[src/rtl/uart_pkg.sv]
// Shared types and helpers for the buffered UART controller.
package uart_pkg;

  typedef enum logic [1:0] {
    PAR_NONE = 2'd0,
    PAR_EVEN = 2'd1,
    PAR_ODD  = 2'd2
  } parity_mode_t;

  typedef enum logic [2:0] {
    RX_IDLE      = 3'd0,
    RX_START     = 3'd1,
    RX_DATA      = 3'd2,
    RX_PARITY    = 3'd3,
    RX_STOP      = 3'd4,
    RX_WAIT_HIGH = 3'd5
  } rx_state_t;

  typedef enum logic [2:0] {
    TX_IDLE   = 3'd0,
    TX_START  = 3'd1,
    TX_DATA   = 3'd2,
    TX_PARITY = 3'd3,
    TX_STOP1  = 3'd4,
    TX_STOP2  = 3'd5
  } tx_state_t;

  localparam int unsigned MIN_DIVISOR = 4;

  function automatic parity_mode_t decode_parity(input logic [1:0] cfg);
    case (cfg)
      2'b01:   return PAR_EVEN;
      2'b10:   return PAR_ODD;
      default: return PAR_NONE;
    endcase
  endfunction

  // Even parity is the XOR of the data bits; odd is its inverse.
  function automatic logic parity_bit(input logic [7:0] data, input parity_mode_t mode);
    return (^data) ^ (mode == PAR_ODD);
  endfunction

endpackage

[src/rtl/sync_fifo.sv]
// First-word-fall-through synchronous FIFO; level disambiguates full/empty.
module sync_fifo #(
  parameter int unsigned WIDTH = 8,
  parameter int unsigned DEPTH = 16
) (
  input  logic                     clock,
  input  logic                     reset,
  input  logic                     push,
  input  logic [WIDTH-1:0]         push_data,
  input  logic                     pop,
  output logic [WIDTH-1:0]         head,
  output logic                     valid,
  output logic                     full,
  output logic [$clog2(DEPTH):0]   level
);

  localparam int unsigned AW = $clog2(DEPTH);
  localparam int unsigned LW = AW + 1;

  logic [WIDTH-1:0] mem [DEPTH];
  logic [AW-1:0]    wr_ptr;
  logic [AW-1:0]    rd_ptr;
  logic             push_ok;
  logic             pop_ok;

  assign valid   = (level != '0);
  assign full    = (level == LW'(DEPTH));
  assign pop_ok  = pop && valid;
  // A pop frees the slot in the same cycle, so a push on full is still taken.
  assign push_ok = push && (!full || pop_ok);
  assign head    = mem[rd_ptr];

  always_ff @(posedge clock or posedge reset) begin
    if (reset) begin
      for (int unsigned i = 0; i < DEPTH; i++) mem[i] <= '0;
      wr_ptr <= '0;
      rd_ptr <= '0;
      level  <= '0;
    end else begin
      if (push_ok) begin
        mem[wr_ptr] <= push_data;
        wr_ptr      <= wr_ptr + AW'(1);
      end
      if (pop_ok) rd_ptr <= rd_ptr + AW'(1);
      level <= level + LW'(push_ok) - LW'(pop_ok);
    end
  end

endmodule

[src/rtl/uart_fifo_controller.sv]
// Full-duplex 8-bit UART with TX/RX FIFOs, optional parity, RTS/CTS and sticky errors.
module uart_fifo_controller
  import uart_pkg::*;
#(
  parameter int unsigned DIV_WIDTH     = 16,
  parameter int unsigned RESET_DIVISOR = 18,
  parameter int unsigned TX_DEPTH      = 16,
  parameter int unsigned RX_DEPTH      = 16,
  parameter int unsigned RTS_MARGIN    = 2
) (
  input  logic                         clock,
  input  logic                         reset,
  input  logic [DIV_WIDTH-1:0]         cfg_divisor,
  input  logic [1:0]                   cfg_parity,
  input  logic                         cfg_two_stop,
  input  logic [7:0]                   tx_data,
  input  logic                         tx_valid,
  output logic                         tx_ready,
  output logic [7:0]                   rx_data,
  output logic                         rx_valid,
  input  logic                         rx_pop,
  output logic [$clog2(TX_DEPTH):0]    tx_level,
  output logic [$clog2(RX_DEPTH):0]    rx_level,
  output logic                         err_framing,
  output logic                         err_parity,
  output logic                         err_overrun,
  input  logic                         err_clear,
  input  logic                         uart_rx,
  output logic                         uart_tx,
  input  logic                         cts_n,
  output logic                         rts_n
);

  localparam int unsigned RXLW = $clog2(RX_DEPTH) + 1;

  logic rx_meta, rx_sync, cts_meta, cts_sync;
  logic [DIV_WIDTH-1:0] div_eff;
  parity_mode_t         cfg_mode;

  // Two-flop synchronisers; idle-high so reset looks like an idle line / blocked host.
  always_ff @(posedge clock or posedge reset) begin
    if (reset) begin
      rx_meta  <= 1'b1;
      rx_sync  <= 1'b1;
      cts_meta <= 1'b1;
      cts_sync <= 1'b1;
    end else begin
      rx_meta  <= uart_rx;
      rx_sync  <= rx_meta;
      cts_meta <= cts_n;
      cts_sync <= cts_meta;
    end
  end

  assign div_eff  = (cfg_divisor < DIV_WIDTH'(MIN_DIVISOR)) ? DIV_WIDTH'(MIN_DIVISOR) : cfg_divisor;
  assign cfg_mode = decode_parity(cfg_parity);

  logic [7:0] tx_head;
  logic       tx_head_valid, tx_full, tx_pop;
  logic       rx_push, rx_full;
  logic [7:0] rx_shift_q, rx_shift_d;

  sync_fifo #(.WIDTH(8), .DEPTH(TX_DEPTH)) u_tx_fifo (
    .clock(clock), .reset(reset), .push(tx_valid), .push_data(tx_data), .pop(tx_pop),
    .head(tx_head), .valid(tx_head_valid), .full(tx_full), .level(tx_level)
  );

  sync_fifo #(.WIDTH(8), .DEPTH(RX_DEPTH)) u_rx_fifo (
    .clock(clock), .reset(reset), .push(rx_push), .push_data(rx_shift_q), .pop(rx_pop),
    .head(rx_data), .valid(rx_valid), .full(rx_full), .level(rx_level)
  );

  assign tx_ready = ~tx_full;

  // ---------------- Transmitter ----------------
  tx_state_t            tx_state_q, tx_state_d;
  logic [DIV_WIDTH-1:0] tx_cnt_q, tx_cnt_d, tx_div_q, tx_div_d;
  logic [2:0]           tx_bit_q, tx_bit_d;
  logic [7:0]           tx_shift_q, tx_shift_d;
  logic                 tx_par_q, tx_par_d, tx_par_en_q, tx_par_en_d;
  logic                 tx_two_q, tx_two_d, tx_line_d, tx_frame_end, tx_bit_done;

  always_ff @(posedge clock or posedge reset) begin
    if (reset) begin
      tx_state_q  <= TX_IDLE;
      tx_cnt_q    <= '0;
      tx_div_q    <= DIV_WIDTH'(RESET_DIVISOR);
      tx_bit_q    <= '0;
      tx_shift_q  <= '0;
      tx_par_q    <= 1'b0;
      tx_par_en_q <= 1'b0;
      tx_two_q    <= 1'b0;
      uart_tx     <= 1'b1;
    end else begin
      tx_state_q  <= tx_state_d;
      tx_cnt_q    <= tx_cnt_d;
      tx_div_q    <= tx_div_d;
      tx_bit_q    <= tx_bit_d;
      tx_shift_q  <= tx_shift_d;
      tx_par_q    <= tx_par_d;
      tx_par_en_q <= tx_par_en_d;
      tx_two_q    <= tx_two_d;
      uart_tx     <= tx_line_d;
    end
  end

  always_comb begin
    tx_state_d   = tx_state_q;
    tx_cnt_d     = tx_cnt_q + DIV_WIDTH'(1);
    tx_div_d     = tx_div_q;
    tx_bit_d     = tx_bit_q;
    tx_shift_d   = tx_shift_q;
    tx_par_d     = tx_par_q;
    tx_par_en_d  = tx_par_en_q;
    tx_two_d     = tx_two_q;
    tx_pop       = 1'b0;
    tx_frame_end = 1'b0;
    tx_line_d    = 1'b1;
    tx_bit_done  = (tx_cnt_q == tx_div_q - DIV_WIDTH'(1));
    if (tx_bit_done) tx_cnt_d = '0;
    case (tx_state_q)
      TX_IDLE: begin
        tx_cnt_d     = '0;
        tx_frame_end = 1'b1;
      end
      TX_START:  if (tx_bit_done) tx_state_d = TX_DATA;
      TX_DATA: begin
        if (tx_bit_done) begin
          tx_shift_d = {1'b0, tx_shift_q[7:1]};
          tx_bit_d   = tx_bit_q + 3'd1;
          if (tx_bit_q == 3'd7) tx_state_d = tx_par_en_q ? TX_PARITY : TX_STOP1;
        end
      end
      TX_PARITY: if (tx_bit_done) tx_state_d = TX_STOP1;
      TX_STOP1: begin
        if (tx_bit_done) begin
          tx_state_d   = tx_two_q ? TX_STOP2 : TX_IDLE;
          tx_frame_end = ~tx_two_q;
        end
      end
      TX_STOP2: begin
        if (tx_bit_done) begin
          tx_state_d   = TX_IDLE;
          tx_frame_end = 1'b1;
        end
      end
      default: tx_state_d = TX_IDLE;
    endcase
    // Start from idle or chain straight off the last stop bit; config latched here.
    if (tx_frame_end && tx_head_valid && !cts_sync) begin
      tx_pop      = 1'b1;
      tx_state_d  = TX_START;
      tx_cnt_d    = '0;
      tx_bit_d    = '0;
      tx_shift_d  = tx_head;
      tx_div_d    = div_eff;
      tx_par_en_d = (cfg_mode != PAR_NONE);
      tx_par_d    = parity_bit(tx_head, cfg_mode);
      tx_two_d    = cfg_two_stop;
    end
    case (tx_state_d)
      TX_START:  tx_line_d = 1'b0;
      TX_DATA:   tx_line_d = tx_shift_d[0];
      TX_PARITY: tx_line_d = tx_par_d;
      default:   tx_line_d = 1'b1;
    endcase
  end

  // ---------------- Receiver ----------------
  rx_state_t            rx_state_q, rx_state_d;
  logic [DIV_WIDTH-1:0] rx_cnt_q, rx_cnt_d, rx_div_q, rx_div_d;
  logic [2:0]           rx_bit_q, rx_bit_d;
  parity_mode_t         rx_mode_q, rx_mode_d;
  logic                 rx_par_bad_q, rx_par_bad_d, rx_bit_done, rx_half_done;
  logic                 set_framing, set_parity, set_overrun;

  always_ff @(posedge clock or posedge reset) begin
    if (reset) begin
      rx_state_q   <= RX_IDLE;
      rx_cnt_q     <= '0;
      rx_div_q     <= DIV_WIDTH'(RESET_DIVISOR);
      rx_bit_q     <= '0;
      rx_shift_q   <= '0;
      rx_mode_q    <= PAR_NONE;
      rx_par_bad_q <= 1'b0;
      err_framing  <= 1'b0;
      err_parity   <= 1'b0;
      err_overrun  <= 1'b0;
      rts_n        <= 1'b0;
    end else begin
      rx_state_q   <= rx_state_d;
      rx_cnt_q     <= rx_cnt_d;
      rx_div_q     <= rx_div_d;
      rx_bit_q     <= rx_bit_d;
      rx_shift_q   <= rx_shift_d;
      rx_mode_q    <= rx_mode_d;
      rx_par_bad_q <= rx_par_bad_d;
      err_framing  <= (err_framing && !err_clear) || set_framing;
      err_parity   <= (err_parity  && !err_clear) || set_parity;
      err_overrun  <= (err_overrun && !err_clear) || set_overrun;
      rts_n        <= (RXLW'(RX_DEPTH) - rx_level) <= RXLW'(RTS_MARGIN);
    end
  end

  always_comb begin
    rx_state_d   = rx_state_q;
    rx_cnt_d     = rx_cnt_q + DIV_WIDTH'(1);
    rx_div_d     = rx_div_q;
    rx_bit_d     = rx_bit_q;
    rx_shift_d   = rx_shift_q;
    rx_mode_d    = rx_mode_q;
    rx_par_bad_d = rx_par_bad_q;
    rx_push      = 1'b0;
    set_framing  = 1'b0;
    set_parity   = 1'b0;
    rx_bit_done  = (rx_cnt_q == rx_div_q - DIV_WIDTH'(1));
    rx_half_done = (rx_cnt_q == (rx_div_q >> 1) - DIV_WIDTH'(1));
    case (rx_state_q)
      RX_IDLE: begin
        rx_cnt_d = '0;
        if (!rx_sync) begin
          rx_state_d   = RX_START;
          rx_div_d     = div_eff;
          rx_mode_d    = cfg_mode;
          rx_par_bad_d = 1'b0;
        end
      end
      RX_START: begin
        // A line back high at mid-start is a glitch, not a frame.
        if (rx_half_done) begin
          rx_cnt_d   = '0;
          rx_bit_d   = '0;
          rx_state_d = rx_sync ? RX_IDLE : RX_DATA;
        end
      end
      RX_DATA: begin
        if (rx_bit_done) begin
          rx_cnt_d   = '0;
          rx_shift_d = {rx_sync, rx_shift_q[7:1]};
          rx_bit_d   = rx_bit_q + 3'd1;
          if (rx_bit_q == 3'd7) rx_state_d = (rx_mode_q != PAR_NONE) ? RX_PARITY : RX_STOP;
        end
      end
      RX_PARITY: begin
        if (rx_bit_done) begin
          rx_cnt_d     = '0;
          rx_par_bad_d = (rx_sync != parity_bit(rx_shift_q, rx_mode_q));
          rx_state_d   = RX_STOP;
        end
      end
      RX_STOP: begin
        if (rx_bit_done) begin
          set_framing = ~rx_sync;
          set_parity  = rx_par_bad_q;
          rx_push     = rx_sync && !rx_par_bad_q;
          rx_state_d  = rx_sync ? RX_IDLE : RX_WAIT_HIGH;
        end
      end
      RX_WAIT_HIGH: begin
        rx_cnt_d = '0;
        if (rx_sync) rx_state_d = RX_IDLE;
      end
      default: rx_state_d = RX_IDLE;
    endcase
  end

  assign set_overrun = rx_push && rx_full && !rx_pop;

endmodule

[config.mk]
export PLATFORM = sky130hd
export DESIGN_NAME = uart_fifo_controller
export DESIGN_NICKNAME = d
export VERILOG_FILES = /design/src/rtl/uart_pkg.sv /design/src/rtl/sync_fifo.sv /design/src/rtl/uart_fifo_controller.sv
export SDC_FILE = /design/constraint.sdc
export NUM_CORES = 1
export LEC_CHECK = 0
export CELL_PAD_IN_SITES_DETAIL_PLACEMENT = 0
export CELL_PAD_IN_SITES_GLOBAL_PLACEMENT = 1
export CORE_ASPECT_RATIO = 1.4
export CORE_MARGIN = 10
export CORE_UTILIZATION = 30
export CTS_CLUSTER_DIAMETER = 60
export DETAILED_ROUTE_END_ITERATION = 12
export GPL_ROUTABILITY_DRIVEN = 0
export GPL_TIMING_DRIVEN = 0
export MAX_ROUTING_LAYER = met4
export PLACE_DENSITY_LB_ADDON = 0.1
export SYNTH_ARGS = -nofsm -noshare
export SYNTH_HDL_FRONTEND = slang
export SYNTH_SLANG_ARGS = --single-unit
[constraint.sdc]
create_clock -name clock -period 14.75 [get_ports clock]
set_clock_uncertainty 0.2 [all_clocks]
set_input_delay 1.475 -clock clock [delete_from_list [all_inputs] [get_ports clock]]
set_output_delay 1.475 -clock clock [all_outputs]
set_load 0.02 [all_outputs]
# Word-level counts from Yosys, hierarchy flattened
# Index checks and enable logic that the tools add are counted.
word_totals:
  reg_bits: 389
  latchBits: 0
  ram_bits: 0
  rom_bits: 0
  input_bits: 34
  output_inout_bits: 25
  n_memories: 0
op_classes:
  n_addsub: 16
  n_mul: 0
  n_div: 0
  n_lt_le_gt_ge: 8
  eq_ne: 32
  shift: 0
  mux: 65
  n_bitwise: 9
  reduce_logical: 45
op_table:
  columns: ["cell", "count"]
  rows:
  - ["bitwise mux 128 bit", 2]
  - ["two-way mux 16 bit", 6]
  - ["two-way mux 8 bit", 9]
  - ["two-way mux 3 bit", 23]
  - ["binary-select mux 8 bit (select 4 bit)", 2]
  - ["demux 8 bit (select 4 bit)", 2]
  - ["equality test 16 bit", 3]
  - ["one-hot mux 16 bit (3 select lines)", 1]
  - ["one-hot mux 3 bit (6 select lines)", 2]
  - ["adder 16 x 1 -> 16 bit (second input constant)", 2]
  - ["subtractor 16 x 1 -> 16 bit (second input constant)", 2]
  - [">= comparator 5 bit (second input constant)", 4]
  - ["NOT 4 -> 5 bit", 4]
  - ["equality test 3 x 2 -> 1 bit (second input constant)", 6]
  - ["equality test 3 bit (second input constant)", 6]
  - ["adder 4 x 1 -> 4 bit (second input constant)", 4]
  - ["< comparator 16 x 3 -> 1 bit (second input constant)", 1]
  - ["parity 8 bit", 2]
  - ["subtractor 15 x 1 -> 16 bit (second input constant)", 1]
  - ["logical AND 1 bit", 14]
  - ["!= test 2 bit (second input constant)", 7]
  - ["two-way mux 1 bit", 12]
  - ["nonzero test 2 bit", 6]
  - ["adder 5 x 1 -> 5 bit", 2]
  - ["25 further kinds", 52]

# Logic depth before layout (Yosys ltp)
logic_depth:
  depth_word: 12
  ltp_mapped: 22

# Hierarchy
# From an unflattened synthesis, not the netlist that was laid out.
hier_totals:
  hier_cells: 1630
  hier_area_um2: 20777.4
modules_own_cells:
  columns: ["module", "instances", "cells_each", "area_each_um2", "seq_area_each_um2"]
  rows:
  - ["sync_fifo at u_tx_fifo", 1, 427, 6937.9, 3528.4]
  - ["uart_fifo_controller", 1, 776, 6929.1, 2688.8]
  - ["sync_fifo at u_rx_fifo", 1, 427, 6910.4, 3528.4]

# Worst setup path before layout
# Ideal clock, no wire load.
synth_timing:
  path_kind: "reg2reg"
  startpoint: "register tx_div_q[2]"
  endpoint: "register u_tx_fifo.level[4]"
  arrival_ns: 4.377
  required_time_ns: 14.425
  setup_slack_ns: 10.047
  stages_incl_launch_ff: 23
  path_buffers: 4
  synth_period_minus_slack_ns: 4.703
  path_cell_list: "dfrtp_1 buf_6 or3_1 buf_2 or4_4 a2111oi_4 nor3_1 nor4_2 a21o_1 nand2_1 inv_1 clkbuf_1 clkbuf_1 ha_1 inv_1 ha_1 inv_1 fa_1 inv_1 a21oi_1 nor2_1 nor2_1 xnor2_1"
synth_via:
  elab_chain_len: 12
  elab_cells_between_ends: 13
synth_lines:
  columns: ["element", "line", "text"]
  rows:
  - ["start: declaration", "uart_fifo_controller.sv:77", "logic [DIV_WIDTH-1:0] tx_cnt_q, tx_cnt_d, tx_div_q, tx_div_d;"]
  - ["start signal: assignment", "uart_fifo_controller.sv:87", "tx_div_q <= DIV_WIDTH'(RESET_DIVISOR);"]
  - ["start signal: assignment", "uart_fifo_controller.sv:97", "tx_div_q <= tx_div_d;"]
  - ["subtractor 16 x 1 -> 16 bit *", "uart_fifo_controller.sv:119", "tx_bit_done = (tx_cnt_q == tx_div_q - DIV_WIDTH'(1));"]
  - ["equality test 16 bit *", "uart_fifo_controller.sv:119", null]
  - ["two-way mux 1 bit, on equally long branches", "uart_fifo_controller.sv:142, uart_fifo_controller.sv:136", null]
  - ["one-hot mux 1 bit (3 select lines) *", "uart_fifo_controller.sv:121", "case (tx_state_q)"]
  - ["logical AND 1 bit * (2 in series)", "uart_fifo_controller.sv:150", "if (tx_frame_end && tx_head_valid && !cts_sync) begin"]
  - ["two-way mux 1 bit *", "uart_fifo_controller.sv:150", null]
  - ["logical AND 1 bit *", "sync_fifo.sv:28", "assign pop_ok = pop && valid;"]
  - ["named net u_tx_fifo.pop_ok", "sync_fifo.sv:24", "logic pop_ok;"]
  - ["logical OR 1 bit", "sync_fifo.sv:30", "assign push_ok = push && (!full || pop_ok);"]
  - ["logical AND 1 bit", "sync_fifo.sv:30", null]
  - ["adder 5 x 1 -> 5 bit", "sync_fifo.sv:45", "level <= level + LW'(push_ok) - LW'(pop_ok);"]
  - ["subtractor 5 x 1 -> 5 bit *", "sync_fifo.sv:45", null]
  - ["end signal: assignment", "sync_fifo.sv:45", null]
  - ["end: declaration", "sync_fifo.sv:14", "output logic [$clog2(DEPTH):0] level"]
# Mark *: on every way through the listed nets, which the timed path passes. The rest lies on a longest branch.
# A chain may end at the register's enable or synchronous reset.

# Final worst setup path
layout_timing:
  startpoint: "register tx_div_q[0]"
  endpoint: "register u_tx_fifo.level[4]"
# Same word-level chain as after synthesis.

==> impl_metrics.csv <==
group,metric,value,unit
outcome,status,"complete, no violations",
clock_tree,cts_buffers,46,
routing,num_vias,12857,
grt,grt_max_degree,125,
pwr,p_sw,1.511,mW
grt,grt.busiest_layer,"met2",
clock_tree,cts_setup_buffers,0,
pwr,switching_share,35.49,%
placement,port_buffers,57,
pwr,power.internal,2.746,mW
pwr,vdd_drop_max,0.00009867,V
synth,synthArstFlopShare,100.0,%
synth,synth_area_leaders,"dfrtp_1, mux2_2, mux4_2, xnor2_1, ha_1",
synth,synth-edff-count,0,
clock_tree,cts.repair.resized,0,
pwr,clkPwrFrac,27.5,%
grt,gr-usage-met3,2.488,%
synth,ys.warnings.count,0,
routing,first_pass_iters,4,
synth,synthSimpleGateAreaFrac,10.79,%
cells_and_area,final_nets,1807,
routing,avgViaCountPerCell,4.902,
routing,drt_iter0_drc,594,
routing,routedWlPerCell,20.41,microns
worst_setup_path,endpoint,"u_tx_fifo.level[4]",
routing,drc,0,
synth,ys_seq_elements,389,
grt,first_global_vias,13897,
synth,synth_compound_gate_area_share,5.541,%
worst_setup_path,timing.rr.start,"tx_div_q[0]",
worst_setup_path,r2r.worst_path.cells,22,
clock_tree,cts_tree,"built",
grt,grt_util_met2,24.86,%
synth,syn-num-nets,1699,
worst_setup_path,critPathLaunch,"tx_div_q[0]",
synth,syn-cell-area,20210,sq um
synth,synth_adder_area_share,2.613,%
pwr,p_comb_share,37.0,%
floorplanning,die_h,327.1,microns
floorplanning,start_util,30.30,%
cells_and_area,drive_gt1_share,24.94,%
grt,antenna_found_initial,0,
clock_tree,htree_levels,2,
timing,min_period,6.139,ns
timing,drv_slew,0,
timing,max_freq,162.9,MHz
grt,overflow,0,
clock_tree,insertion_delay,0.60,ns
hold_path,holdCritPathClass,"register to register",
worst_setup_path,regToRegSetupSlack,8.61,ns
cells_and_area,antenna_cells,0,
clock_tree,cts_buffer_depth,3,
floorplanning,rows,112,
clock_tree,clockRootBuffer,"clkbuf_16",
placement,dpl.hpwl,38.40,mm
synth,ys_seq_area_share,48.22,%
timing,final_hold_viol_count,0,
grt,met1_usage,16.71,%
synth,synthMuxAreaShare,24.63,%
worst_setup_path,worstPathRequired,15.02,ns
pwr,p_total,4.257,mW
timing,finalCritPeriodShare,41.62,%
cells_and_area,fillerInstances,6571,
worst_setup_path,arrival,6.41,ns
synth,ys_types,77,
timing,setup_viol,0,
synth,synth_area_per_cell,12.44,sq um
floorplanning,io_pins,59,
pwr,leakagePower,10.41,nW
floorplanning,core-area,66700,sq um
timing,whs,0.1550,ns
floorplanning,dieArea,78290,sq um
synth,synth_xor_area_share,5.095,%
worst_setup_path,critPathKind,"register to register",
clock_tree,ctsHoldBuffers,0,
clock_tree,cts.clk_slew.worst_paths,0.06,ns
timing,worst_slack,8.611,ns
synth,yosysTopAreaCellShare,47.05,%
timing,setup_tns,0,ns
timing,rsz0062_at_grt,"false",
pwr,seqPwrFrac,35.5,%
routing,wirelength,53.54,mm
clock_tree,cts_sinks,389,
run,drv_cap,0,
placement,dp_slack,8.508,ns
cells_and_area,area_delta_synth_final,16.26,%
worst_setup_path,critPathLaunchType,"register",
timing,tightestPinTransition,1.345,ns
worst_setup_path,endpoint_kind,"register",
pwr,power.density,181.2,nW/um^2
routing,antenna_left,0,
synth,synthFlopType,"dfrtp_1",
synth,synth_top_cell_by_area,"dfrtp_1",
floorplanning,die_x,239.4,microns
grt,grt_pass1_wl,84.64,mm
worst_setup_path,crit_fanout,10,
timing,relSlewSlack,9.484,%
grt,grtUsageTotal,14.29,%
synth,synthCells,1624,
synth,synth_top_family_by_area,"multiplexers",
worst_setup_path,reg2reg_to,"u_tx_fifo.level[4]",
==> layout by cell type (no fill, tap or decap), types with 10 or more instances in the layout <==
| master | Yosys | layout |
|---|---|---|
| clkbuf_16 | 0 | 46 |
| nand4_1 | 17 | 17 |
| nor2_8 | 12 | 12 |
| xnor2_1 | 75 | 75 |
| inv_1 | 55 | 54 |
| a21oi_1 | 19 | 19 |
| a31oi_1 | 13 | 13 |
| nor4_1 | 11 | 11 |
| mux4_2 | 56 | 56 |
| nand2_1 | 107 | 107 |
| a22oi_1 | 10 | 10 |
| mux2_4 | 32 | 32 |
| mux2_2 | 216 | 216 |
| nor2_1 | 79 | 79 |
| mux2i_1 | 41 | 41 |
| clkbuf_8 | 0 | 17 |
| o21ai_0 | 47 | 47 |
| nand3_1 | 44 | 44 |
| a221oi_1 | 16 | 16 |
| nor2b_1 | 13 | 13 |
| nand4b_1 | 10 | 10 |
| clkdlybuf4s50_1 | 0 | 57 |
| buf_1 | 13 | 13 |
| xor2_1 | 40 | 40 |
| and3_1 | 13 | 13 |
| nor3_1 | 20 | 20 |
| clkbuf_1 | 74 | 86 |
| ha_1 | 39 | 39 |
| dfrtp_1 | 380 | 380 |
| mux2_1 | 35 | 35 |
==> layer usage <==
metal  share of wire (%)  up-vias  wire (microns)
met5                   0        -               0
met4                 2.2        0            1187
met3                 3.3       79            1793
met2                  52      139           27580
met1                  43     6578           22980
li1                    -     6061               -
==> stage by stage <==
step	cell area (sq um)	utilization [%]	instances
after global placement	21850	32.76	2536
after global routing	23500	35.22	2623
after CTS	23500	35.22	2623
after floorplan	20210	-	1624
final	23500	35.22	2623
after detailed placement	21940	32.89	2539
==> registers in the layout, indices dropped and copies added, names as in the netlist, 4 cells and up <==
signal            flops
u_rx_fifo.rd_ptr      4
rx_cnt_q             16
rx_shift_q            8
u_rx_fifo.level       5
u_rx_fifo.mem       128
u_tx_fifo.mem       128
rx_div_q             16
u_tx_fifo.level       5
u_rx_fifo.wr_ptr      4
tx_cnt_q             16
u_tx_fifo.rd_ptr      4
tx_div_q             16
u_tx_fifo.wr_ptr      4
tx_shift_q            8
==> power groups by stage <==
stage	clock network (mW)	logic [mW]	registers, mW
CTS	1.22	1.61	1.51
finish	1.17	1.58	1.51
global route	1.26	1.74	1.55
global placement	0	1.60	1.52
detailed placement	0	1.61	1.53
floorplan	0	1.18	1.50
==> synthesized netlist by cell type (11+ instances only) <==
cell,count
and3_1,13
nor4_1,11
clkbuf_1,74
mux4_2,56
buf_1,13
nor2_1,79
o21ai_0,47
nor3_1,20
mux2_2,216
nor2b_1,13
nand3_1,44
dfrtp_1,380
a221oi_1,16
nand2_1,107
mux2i_1,41
mux2_4,32
nor2_8,12
a31oi_1,13
a21oi_1,19
xnor2_1,75
nand4_1,17
mux2_1,35
ha_1,39
inv_1,55
xor2_1,40
==> worst min path at each step <==
stage | depth (start not counted) | startpoint | to
after floorplan | 0 | cts_meta | cts_sync
final | 0 | rx_meta | rx_sync
after CTS | 0 | rx_meta | rx_sync
after global placement | 0 | rx_meta | rx_sync
after detailed placement | 0 | rx_meta | rx_sync
after global routing | 0 | rx_meta | rx_sync
==> worst max-delay path: stages (launching register included) <==
cell and delay (ns):
dfrtp_1 0.46, inv_1 0.10, ha_1 0.22, nor4b_1 0.86
mux2_2 0.41, o211ai_1 0.20, a2bb2oi_1 0.21, nor4_2 0.37
a21o_1 0.22, nand2_1 0.10, inv_1 0.15, clkbuf_1 0.49
clkbuf_1 0.60, ha_1 0.35, inv_1 0.05, ha_1 0.16
inv_1 0.06, fa_1 0.40, inv_1 0.07, a21oi_1 0.06
nor2_1 0.08, nor2_1 0.05, xnor2_1 0.11
==> kinds of logic (layout without fill, tap and decap cells) <==
| family | Yosys count | in the layout |
|---|---|---|
| buf+inv | 156 | 300 |
| compound gates | 161 | 161 |
| xor+xnor | 116 | 116 |
| simple gates | 381 | 381 |
| mux | 380 | 380 |
| flops | 389 | 389 |
| fa+ha+maj | 41 | 41 |
==> area by class of cell <==
type | instances | area (sq um) | area share, %
inverter | 56 | 217.7 | 0.9266
clock inverter | 9 | 125.1 | 0.5325
buffer | 100 | 416.7 | 1.773
multi-input combinational | 1079 | 9837 | 41.87
tap | 855 | 1070 | 4.553
clock buffer | 75 | 1430 | 6.087
timing repair buffer | 60 | 653.1 | 2.780
sequential | 389 | 9746 | 41.48
(Power assumes the default switching activity.)
